$ cat config.mk
export PLATFORM = sky130hd
export DESIGN_NAME = mont_modexp_ctrl
export DESIGN_NICKNAME = d
export VERILOG_FILES = /design/src/rtl/mont_modexp_ctrl.sv
export SDC_FILE = /design/constraint.sdc
export NUM_CORES = 1
export LEC_CHECK = 0
export ABC_AREA = 1
export CAP_MARGIN = 20
export CORE_MARGIN = 2
export CORE_UTILIZATION = 37
export DETAILED_ROUTE_END_ITERATION = 16
export GPL_TIMING_DRIVEN = 0
export PLACE_DENSITY = 0.69
export SLEW_MARGIN = 10
export SYNTH_ARGS = -nofsm -noshare
export SYNTH_HDL_FRONTEND = slang
export SYNTH_SLANG_ARGS = --single-unit
$ cat constraint.sdc
create_clock -name clk -period 4.25 [get_ports clk]
set_clock_uncertainty 0.15 [all_clocks]
set_input_delay 0.6375 -clock clk [delete_from_list [all_inputs] [get_ports clk]]
set_output_delay 0.6375 -clock clk [all_outputs]
set_load 0.03 [all_outputs]
$ cat src/rtl/mont_modexp_ctrl.sv
// Left-to-right square-and-multiply sequencer driving one shared Montgomery multiplier.
// Optional MODEXP_FROM_MONT_EN adds a final MM(acc, 1) to return the result in normal form.
module mont_modexp_ctrl #(
    parameter int W  = 12,
    parameter int EW = 12,
    parameter int IW = 4
) (
    input  logic          clk,
    input  logic          rst,
    input  logic          start,
    input  logic [W-1:0]  base_m,
    input  logic [W-1:0]  one_m,
    input  logic [EW-1:0] exp,
    input  logic [W-1:0]  mod_m,
    output logic          busy,
    output logic          done,
    output logic          err,
    output logic [W-1:0]  result,
    output logic          mm_start,
    output logic [W-1:0]  mm_x,
    output logic [W-1:0]  mm_y,
    output logic [W-1:0]  mm_m,
    input  logic [W-1:0]  mm_s,
    input  logic          mm_done
);

    typedef enum logic [3:0] {
        IDLE,
        SQ_ISSUE,
        SQ_WAIT,
        MUL_ISSUE,
        MUL_WAIT,
        NEXT,
`ifdef MODEXP_FROM_MONT_EN
        CONV_ISSUE,
        CONV_WAIT,
`endif
        FINISH
    } state_t;

    state_t        state_q;
    logic [W-1:0]  acc_q;
    logic [W-1:0]  base_q;
    logic [EW-1:0] exp_q;
    logic [IW-1:0] idx_q;
    logic [IW-1:0] idx_d;
    logic          busy_q;
    logic          done_q;
    logic          err_q;
    logic [W-1:0]  result_q;
    logic          mm_start_q;
    logic [W-1:0]  mm_x_q;
    logic [W-1:0]  mm_y_q;
    logic [W-1:0]  mm_m_q;

    assign idx_d = idx_q - IW'(1);

    assign busy     = busy_q;
    assign done     = done_q;
    assign err      = err_q;
    assign result   = result_q;
    assign mm_start = mm_start_q;
    assign mm_x     = mm_x_q;
    assign mm_y     = mm_y_q;
    assign mm_m     = mm_m_q;

    // Operands are loaded on the transition into each *_ISSUE state so
    // mm_start and its operands appear together and stay registered.
    always_ff @(posedge clk) begin
        if (rst) begin
            state_q    <= IDLE;
            acc_q      <= '0;
            base_q     <= '0;
            exp_q      <= '0;
            idx_q      <= '0;
            busy_q     <= 1'b0;
            done_q     <= 1'b0;
            err_q      <= 1'b0;
            result_q   <= '0;
            mm_start_q <= 1'b0;
            mm_x_q     <= '0;
            mm_y_q     <= '0;
            mm_m_q     <= '0;
        end else begin
            unique case (state_q)
                IDLE: begin
                    if (start) begin
                        if (mod_m[0]) begin
                            base_q     <= base_m;
                            exp_q      <= exp;
                            acc_q      <= one_m;
                            idx_q      <= IW'(EW - 1);
                            busy_q     <= 1'b1;
                            mm_start_q <= 1'b1;
                            mm_x_q     <= one_m;
                            mm_y_q     <= one_m;
                            mm_m_q     <= mod_m;
                            state_q    <= SQ_ISSUE;
                        end else begin
                            done_q   <= 1'b1;
                            err_q    <= 1'b1;
                            result_q <= '0;
                            state_q  <= FINISH;
                        end
                    end
                end
                SQ_ISSUE: begin
                    mm_start_q <= 1'b0;
                    state_q    <= SQ_WAIT;
                end
                SQ_WAIT: begin
                    if (mm_done) begin
                        acc_q <= mm_s;
                        if (exp_q[idx_q]) begin
                            mm_start_q <= 1'b1;
                            mm_x_q     <= mm_s;
                            mm_y_q     <= base_q;
                            state_q    <= MUL_ISSUE;
                        end else begin
                            state_q <= NEXT;
                        end
                    end
                end
                MUL_ISSUE: begin
                    mm_start_q <= 1'b0;
                    state_q    <= MUL_WAIT;
                end
                MUL_WAIT: begin
                    if (mm_done) begin
                        acc_q   <= mm_s;
                        state_q <= NEXT;
                    end
                end
                NEXT: begin
                    if (idx_q == '0) begin
`ifdef MODEXP_FROM_MONT_EN
                        mm_start_q <= 1'b1;
                        mm_x_q     <= acc_q;
                        mm_y_q     <= W'(1);
                        state_q    <= CONV_ISSUE;
`else
                        busy_q   <= 1'b0;
                        done_q   <= 1'b1;
                        err_q    <= 1'b0;
                        result_q <= acc_q;
                        state_q  <= FINISH;
`endif
                    end else begin
                        idx_q      <= idx_d;
                        mm_start_q <= 1'b1;
                        mm_x_q     <= acc_q;
                        mm_y_q     <= acc_q;
                        state_q    <= SQ_ISSUE;
                    end
                end
`ifdef MODEXP_FROM_MONT_EN
                CONV_ISSUE: begin
                    mm_start_q <= 1'b0;
                    state_q    <= CONV_WAIT;
                end
                CONV_WAIT: begin
                    if (mm_done) begin
                        acc_q    <= mm_s;
                        busy_q   <= 1'b0;
                        done_q   <= 1'b1;
                        err_q    <= 1'b0;
                        result_q <= mm_s;
                        state_q  <= FINISH;
                    end
                end
`endif
                FINISH: begin
                    done_q  <= 1'b0;
                    state_q <= IDLE;
                end
                default: begin
                    state_q <= IDLE;
                end
            endcase
        end
    end

endmodule
Word level (Yosys, flattened, before mapping)
Cells that the tools add are included.

word-level totals
  register bits after elaboration = 96
  memory bits (read-only) = 0
  bits of input ports = 64
  bits in writable memories = 0
  bits in latches = 0
  logic and storage cells = 89
  output and inout bits = 52
  memories kept = 0

cells by class
  bitwise logic cells = 0
  reductions and logical operators = 18
  divide/modulo/power cells = 0
  mux-type cells = 41
  $lt $le $gt $ge = 1
  $add $sub $neg = 1
  multiply operators = 0
  eq/ne operators = 15
  shifts and indexed selects = 0

operators by type and width
  operator                                                    count
  two-way mux 12 bit                                          11
  one-hot mux 12 bit (3 select lines)                         2
  one-hot mux 12 bit (2 select lines)                         2
  two-way mux 4 bit                                           6
  one-hot mux 4 bit (6 select lines)                          1
  AND reduction 4 bit                                         5
  != test 2 bit, second input constant                        8
  equality test 4 x 3 -> 1 bit, second input constant         3
  AND reduction 6 bit                                         2
  two-way mux 1 bit                                           10
  two-way mux 3 bit                                           3
  equality test 4 x 2 -> 1 bit, second input constant         2
  zero test 4 bit                                             2
  one-hot mux 4 bit (2 select lines)                          1
  AND reduction 3 bit                                         2
  nonzero test 3 bit                                          2
  less-than comparator 4 x 5 -> 1 bit, second input constant  1
  binary-select mux 1 bit (select 4 bit)                      1
  equality test 4 x 1 -> 1 bit, second input constant         1
  one-hot mux 1 bit (2 select lines)                          2
  one-hot mux 1 bit (4 select lines)                          1
  nonzero test 2 bit                                          2
  nonzero test 4 bit                                          1
  OR reduction 2 bit                                          2
  other kinds (3)                                             3

Logic depth before layout (Yosys ltp)
Gate-level depths: netlist of the first run.

  depth in word-level cells = 5
  depth in mapped cells = 13
  mapped depth without buffers = 11

Least setup slack after synthesis of the first run
Ideal clock, no wire load.

  path kind = flip-flop to flip-flop
  start point = reg, netlist name idx_q[0]
  end point = reg exp_q[2]
  cell stages (with the launch flop) = 13
  slack = 2,379 ps
  data required time = 3,972 ps
  path buffers = 2
  data arrival time = 1,592 ps
  clock period less this slack = 1,871 ps
  library setup time = 128 ps
  cells stage by stage = dfxtp_1 > buf_2 > inv_2 > ha_1 > nand2_1 > inv_1 > nand2_1 > nand2_2 > nor2_2 > nand2_2 > buf_2 > o21ai_0 > a21oi_1

RTL lines
  what                    RTL line  text
  end signal: assignment  90        exp_q <= exp;
  end: declaration        44        logic [EW-1:0] exp_q;

==> impl_metrics.py, run 1 <==
metrics = {
    "synth": {
        "synth_warnings": 0,
        "synth.avg_cell_area_um2": 6.46,
        "synth-seq-cells": 95,
        "synth.net_count": 780,
        "synth_cell_types": 26,
        "syn-instance-count": 714,
        "syn_area_um2": 4610,
        "ys_seq_area_share_pct": 41.2,
    },
    "finish": {
        "final_common_cell": "nand2_1",
        "drive_gt1_share_pct": 7.46,
        "final_cell_mix": "nand2_1, nor2_1, clkdlybuf4s50_1",
        "num-fill-cells": 1256,
        "final_cells": 1013,
        "diodes": 0,
        "nets": 906,
        "design_area_um2": 6310,
        "synthToLayoutAreaGrowth_pct": 36.7,
    },
    "clocking": {
        "clockBufferDepth": 2,
        "clkTransAtPathRegs_ns": 0.07,
        "cts_tree": "yes",
        "cts_buffers": 9,
        "cts.sinks": 95,
        "cts_setup_buffers": 0,
        "clk_latency_ns": 0.35,
        "cts_resized": 0,
        "cts_root_buf": "clkbuf_16",
        "htreeDepth": 3,
        "cts_hold_buf": 0,
    },
    "setup_path": {
        "r2r_setup_slack_ns": 1.97,
        "endpoint": "exp_q[2]",
        "critPathTopFamily": "simple AND/OR/NAND/NOR gates",
        "crit_buf_inv": 4,
        "r2r-end": "exp_q[2]",
        "path_cells": "buf_2 -> inv_2 -> ha_1 -> nand2_1 -> inv_1 -> nand2_1 -> nand2_2 -> nor2_2 -> nand2_2 -> buf_2 -> o21ai_0 -> a21oi_1",
        "crit_type": "reg2reg",
        "r2r-start": "idx_q[0]",
        "cpPeakStageDelay_ns": 0.30,
        "cp.required_ns": 4.33,
        "rr_worst_depth": 12,
        "critPathSlowestCell": "dfxtp_1",
        "crit_fanout": 10,
        "cp-startpoint": "idx_q[0]",
        "arrival_ns": 2.36,
        "worstSetupEndpointType": "flop",
        "critical_path.startpoint_type": "flop",
        "worstSetupPathDepth": 12,
    },
    "drt": {
        "drtAntennaViolNets": 0,
        "wl_per_cell_um": 13.2,
        "drt_iter0_drc": 316,
        "routed_wl_mm": 13.4,
        "vias_per_cell": 4.65,
        "route.vias.total": 4714,
        "dr.pass1.iters": 5,
        "drc": 0,
    },
    "global_route": {
        "grt_pass1_vias": 4300,
        "grt_max_degree": 16,
        "grt_pass1_wl_mm": 21.4,
        "grt_usage_pct": 20.7,
        "overflow": 0,
        "antenna_found_initial": 0,
    },
    "sta": {
        "hold_viol": 0,
        "setup_viol": 0,
        "whs_ns": 0.303,
        "slew_violations": 0,
        "rsz0062_at_grt": "false",
        "fmax_ghz": 0.438,
        "fin_crit_sh_pct": 53.7,
        "worst-slew-pin-transition_ns": 0.630,
        "timing.final.crit_period_ns": 2.28,
        "finalSetupTns_ns": 0,
        "slew_headroom_pct": 58.0,
    },
    "placement": {
        "place.gp.congestion": 0.916,
        "dp_hpwl_mm": 10.2,
        "placed_cell_area_um2": 5970,
        "port_buffers": 115,
        "dp.cells": 997,
    },
    "die": {
        "initial_utilization_pct": 38.1,
        "die_y_um": 116,
        "fp.dieW_um": 116,
        "rows": 40,
        "core-area_um2": 12100,
        "io_pins": 116,
        "die-area_um2": 13400,
    },
    "pwr": {
        "power_mw": 5.22,
        "ir_worst_vdd_mv": 0.368,
        "power.leakage_nw": 2.80,
        "power_density_nw_per_um2": 827,
    },
    "run_status": {
        "status": "finished clean",
    },
    "min_path": {
        "hp-class": "reg2reg",
    },
    "job": {
        "maxCapViolCount": 0,
    },
}
state kept, by name (all words and copies together) (netlist names):
register,flops
mm_y,12
acc_q,12
result,12
mm_start,1
mm_m,12
state_q,3
busy,1
base_q,12
done,1
mm_x,12
err,1
exp_q,12
idx_q,4
stage by stage:
stage                     setup slack (ns)  util, %
after floorplan                       2.38        -
after global placement                1.77     49.3
after detailed placement              1.73     49.3
after CTS                             1.96     52.1
after global routing                  1.79     52.1
final                                 1.97     52.1
layout make-up:
class	count	area, um^2	area share [%]
buffer	39	185	2.94
clock buffer	11	253	4.01
sequential	95	1900	30.2
clock inverter	5	80.1	1.27
timing repair buffer	115	1150	18.3
inverter	121	454	7.20
multi-input combinational	459	2070	32.8
tap	168	210	3.33
power breakdown:
group	switching [mW]	total [mW]	internal, mW	leakage (nW)
Sequential	0.149	1.36	1.21	0.784
Clock	0.358	0.905	0.547	0.158
Combinational	1.92	2.96	1.03	1.86
Total	2.43	5.22	2.79	2.80
cell usage after synthesis, drive strengths merged:
cell,count,area share [%]
nand4,25,3.5
ha,2,0.54
inv,121,9.8
a31oi,4,0.54
nand3b,1,0.16
buf,24,2.8
nand3,35,4.4
a221oi,1,0.19
nand2,154,13
o21ai,56,6.1
clkbuf,15,1.2
a21oi,50,5.5
dfxtp,95,41
nor2,117,9.7
nor3,14,1.5
worst min-delay path by stage:
stage | from | to | depth (start not counted)
2_1_floorplan | base_q[5] | base_q[5] | 2
3_3_place_gp | mm_m[0] | mm_m[0] | 2
3_5_place_dp | mm_m[0] | mm_m[0] | 2
4_1_cts | mm_m[0] | mm_m[0] | 2
5_1_grt | mm_m[0] | mm_m[0] | 2
6_report | mm_m[0] | mm_m[0] | 2
metal layers:
layer | track usage [%] | routed length, um
met5 | 0 | 0
met4 | 8.81 | 380
met3 | 4.29 | 762
met2 | 32.7 | 5950
met1 | 27.4 | 6270
worst reg2reg max path, stage by stage, from the launching register on:
cell and delay (ns):
dfxtp_1 0.30, buf_2 0.19, inv_2 0.12, ha_1 0.21, nand2_1 0.10, inv_1 0.05
nand2_1 0.08, nand2_2 0.11, nor2_2 0.21, nand2_2 0.16, buf_2 0.22, o21ai_0 0.22
a21oi_1 0.06
cells by family after synthesis:
logic type / Yosys count / synth area share, %
adder cells (fa/ha/maj): 2 / 0.543
flip-flops: 95 / 41.2
AND/OR/NAND/NOR: 346 / 32.0
buffers and inverters: 160 / 13.9
AO/OA/AOI/OAI: 111 / 12.3
No activity file was read; power rests on OpenSTA's default activity.
==> run 2, diff against run 1 <==
--- a/config.mk
+++ b/config.mk
@@ -11,7 +11,7 @@
 export CORE_UTILIZATION = 37
 export DETAILED_ROUTE_END_ITERATION = 16
 export GPL_TIMING_DRIVEN = 0
-export PLACE_DENSITY = 0.69
+export PLACE_DENSITY = 0.71
 export SLEW_MARGIN = 10
 export SYNTH_ARGS = -nofsm -noshare
 export SYNTH_HDL_FRONTEND = slang
==> constraint.sdc (replaced) <==
create_clock -name clk -period 2 [get_ports clk]
set_clock_uncertainty 0.15 [all_clocks]
set_input_delay 0.3 -clock clk [delete_from_list [all_inputs] [get_ports clk]]
set_output_delay 0.3 -clock clk [all_outputs]
set_load 0.03 [all_outputs]
==> run 2 against run 1 <==
Against the previous run:
- power increased by 140%
- maximum frequency grew 16%
- design area is 6.0% higher
- critical path depth increased by 2
- global-route usage is 0.38 points higher
- critical path type unchanged
==> impl_metrics.py, run 2 (synthesized netlist as in run 1, its figures left out) <==
metrics = {
    "clocking": {
        "htreeDepth": 3,
        "clkTransAtPathRegs_ns": 0.06,
        "cts.sinks": 95,
        "cts_buffers": 9,
        "clk_latency_ns": 0.35,
        "cts_tree": "yes",
        "cts_hold_buf": 0,
        "cts_root_buf": "clkbuf_16",
        "clockBufferDepth": 2,
    },
    "pwr": {
        "power.leakage_nw": 2.95,
        "cell_internal_pwr_mw": 6.62,
        "power_switching_mw": 5.65,
        "p_comb_share_pct": 62.0,
        "switching_share_pct": 46.0,
        "p_seq_share_pct": 23.8,
        "ir_worst_vdd_mv": 0.871,
        "clkPwrFrac_pct": 14.2,
        "power_density_nw_per_um2": 1840,
    },
    "die": {
        "rows": 40,
        "die_y_um": 116,
        "io_pins": 116,
        "initial_utilization_pct": 38.1,
        "fp.dieW_um": 116,
        "core-area_um2": 12100,
        "die-area_um2": 13400,
    },
    "placement": {
        "place.gp.congestion": 0.906,
        "place_ws_ns": -0.227,
        "dp_hpwl_mm": 10.3,
        "port_buffers": 115,
        "dp.cells": 997,
        "placed_cell_area_um2": 5970,
    },
    "drt": {
        "wl_per_cell_um": 13.8,
        "dr.pass1.iters": 4,
        "drc": 0,
        "vias_per_cell": 4.72,
        "wl_met2_mm": 6.62,
        "route.vias.total": 4869,
        "maxUsedRoutingLayer": "met4",
        "routed_wl_mm": 14.3,
        "routedLengthMet1_mm": 6.27,
        "drtAntennaViolNets": 0,
        "wl_met3_um": 972,
        "drt_iter0_drc": 305,
    },
    "job": {
        "maxCapViolCount": 0,
    },
    "global_route": {
        "grt_pass1_vias": 4526,
        "grt_pass1_wl_mm": 21.9,
        "overflow": 0,
        "antenna_found_initial": 0,
        "grt_max_degree": 15,
        "grt_usage_pct": 21.0,
    },
    "sta": {
        "slew_violations": 0,
        "hold_viol": 0,
        "timing.final.crit_period_ns": 1.96,
        "rsz0062_at_grt": "true",
        "worst-slew-pin-transition_ns": 0.679,
        "fmax_ghz": 0.510,
        "slew_headroom_pct": 54.7,
        "setup_slack_ns": 0.0387,
        "fin_crit_sh_pct": 98.1,
        "setup_viol": 0,
    },
    "setup_path": {
        "critical_path.startpoint_type": "flop",
        "arrival_ns": 2.10,
        "worstSetupEndpointType": "flop",
        "cp.required_ns": 2.14,
        "crit_type": "reg2reg",
        "crit_fanout": 5,
    },
    "min_path": {
        "hp-class": "reg2reg",
    },
    "finish": {
        "final_cell_mix": "nand2_1, clkdlybuf4s50_1, nor2_1",
        "diodes": 0,
        "drive_gt1_share_pct": 14.5,
        "nets": 926,
        "synthToLayoutAreaGrowth_pct": 44.9,
        "final_common_cell": "nand2_1",
        "final_cells": 1031,
        "design_area_um2": 6680,
    },
    "run_status": {
        "status": "finished clean",
    },
}
## run 2: power groups by stage
stage | Sequential (mW) | Combinational (mW) | Clock, mW
6_report | 2.92 | 7.61 | 1.74
5_1_grt | 2.98 | 8.37 | 1.85
4_1_cts | 2.90 | 6.54 | 1.77
3_5_place_dp | 2.92 | 6.27 | 0
3_3_place_gp | 2.91 | 6.22 | 0
2_1_floorplan | 3.51 | 3.79 | 0
## run 2: layout make-up
| cell class | instances | area, um^2 |
|---|---|---|
| multi-input combinational | 460 | 2200 |
| clock inverter | 3 | 43.8 |
| sequential | 95 | 1910 |
| inverter | 121 | 467 |
| tap | 168 | 210 |
| buffer | 39 | 244 |
| fill | 1220 | 5430 |
| timing repair buffer | 134 | 1350 |
| clock buffer | 11 | 253 |
## run 2: through the flow
stage                     power (mW)  util, %  hold slack (ns)  setup TNS (ns)
after floorplan                 7.30        -            0.275               0
after global placement          9.13     49.3            0.289          -10.28
after detailed placement        9.19     49.3            0.291          -11.42
after CTS                       11.2     52.4            0.301               0
after global routing            13.2     55.2            0.330          -0.622
final                           12.3     55.2            0.298               0
## run 2: worst max-delay path, cell delays in order (launching register included)
cell,delay (ns)
dfxtp_2,0.34
buf_6,0.14
clkinv_8,0.06
ha_4,0.16
nand2_4,0.07
inv_2,0.03
nand2_2,0.08
nand2_4,0.09
nor2_4,0.15
buf_12,0.13
nand3_4,0.12
clkbuf_16,0.21
nand2_2,0.05
inv_2,0.03
nor2_1,0.08
## run 2: worst paths after layout
check	from	endpoint	slack, ns	cells after the start
worst max-delay path	idx_q[0]	mm_x[9]	0.04	14
worst min-delay path	mm_m[0]	mm_m[0]	0.30	2
worst max register to register	idx_q[0]	mm_x[9]	0.04	14
worst min register to register	mm_m[0]	mm_m[0]	0.30	2
## run 2: what timing repair did
action,in CTS,in global routing
pin swaps,2,25
setup buffers,1,12
gates resized for setup,21,74
cloned,2,5
endpoints found under the setup margin,67,88
## run 2: metal layers
layer / vias to the layer above / track usage, %
met2: 173 / 35.1
met1: 2148 / 26.4
met4: 0 / 8.25
met5: - / 0
met3: 29 / 4.92
li1: 2519 / -
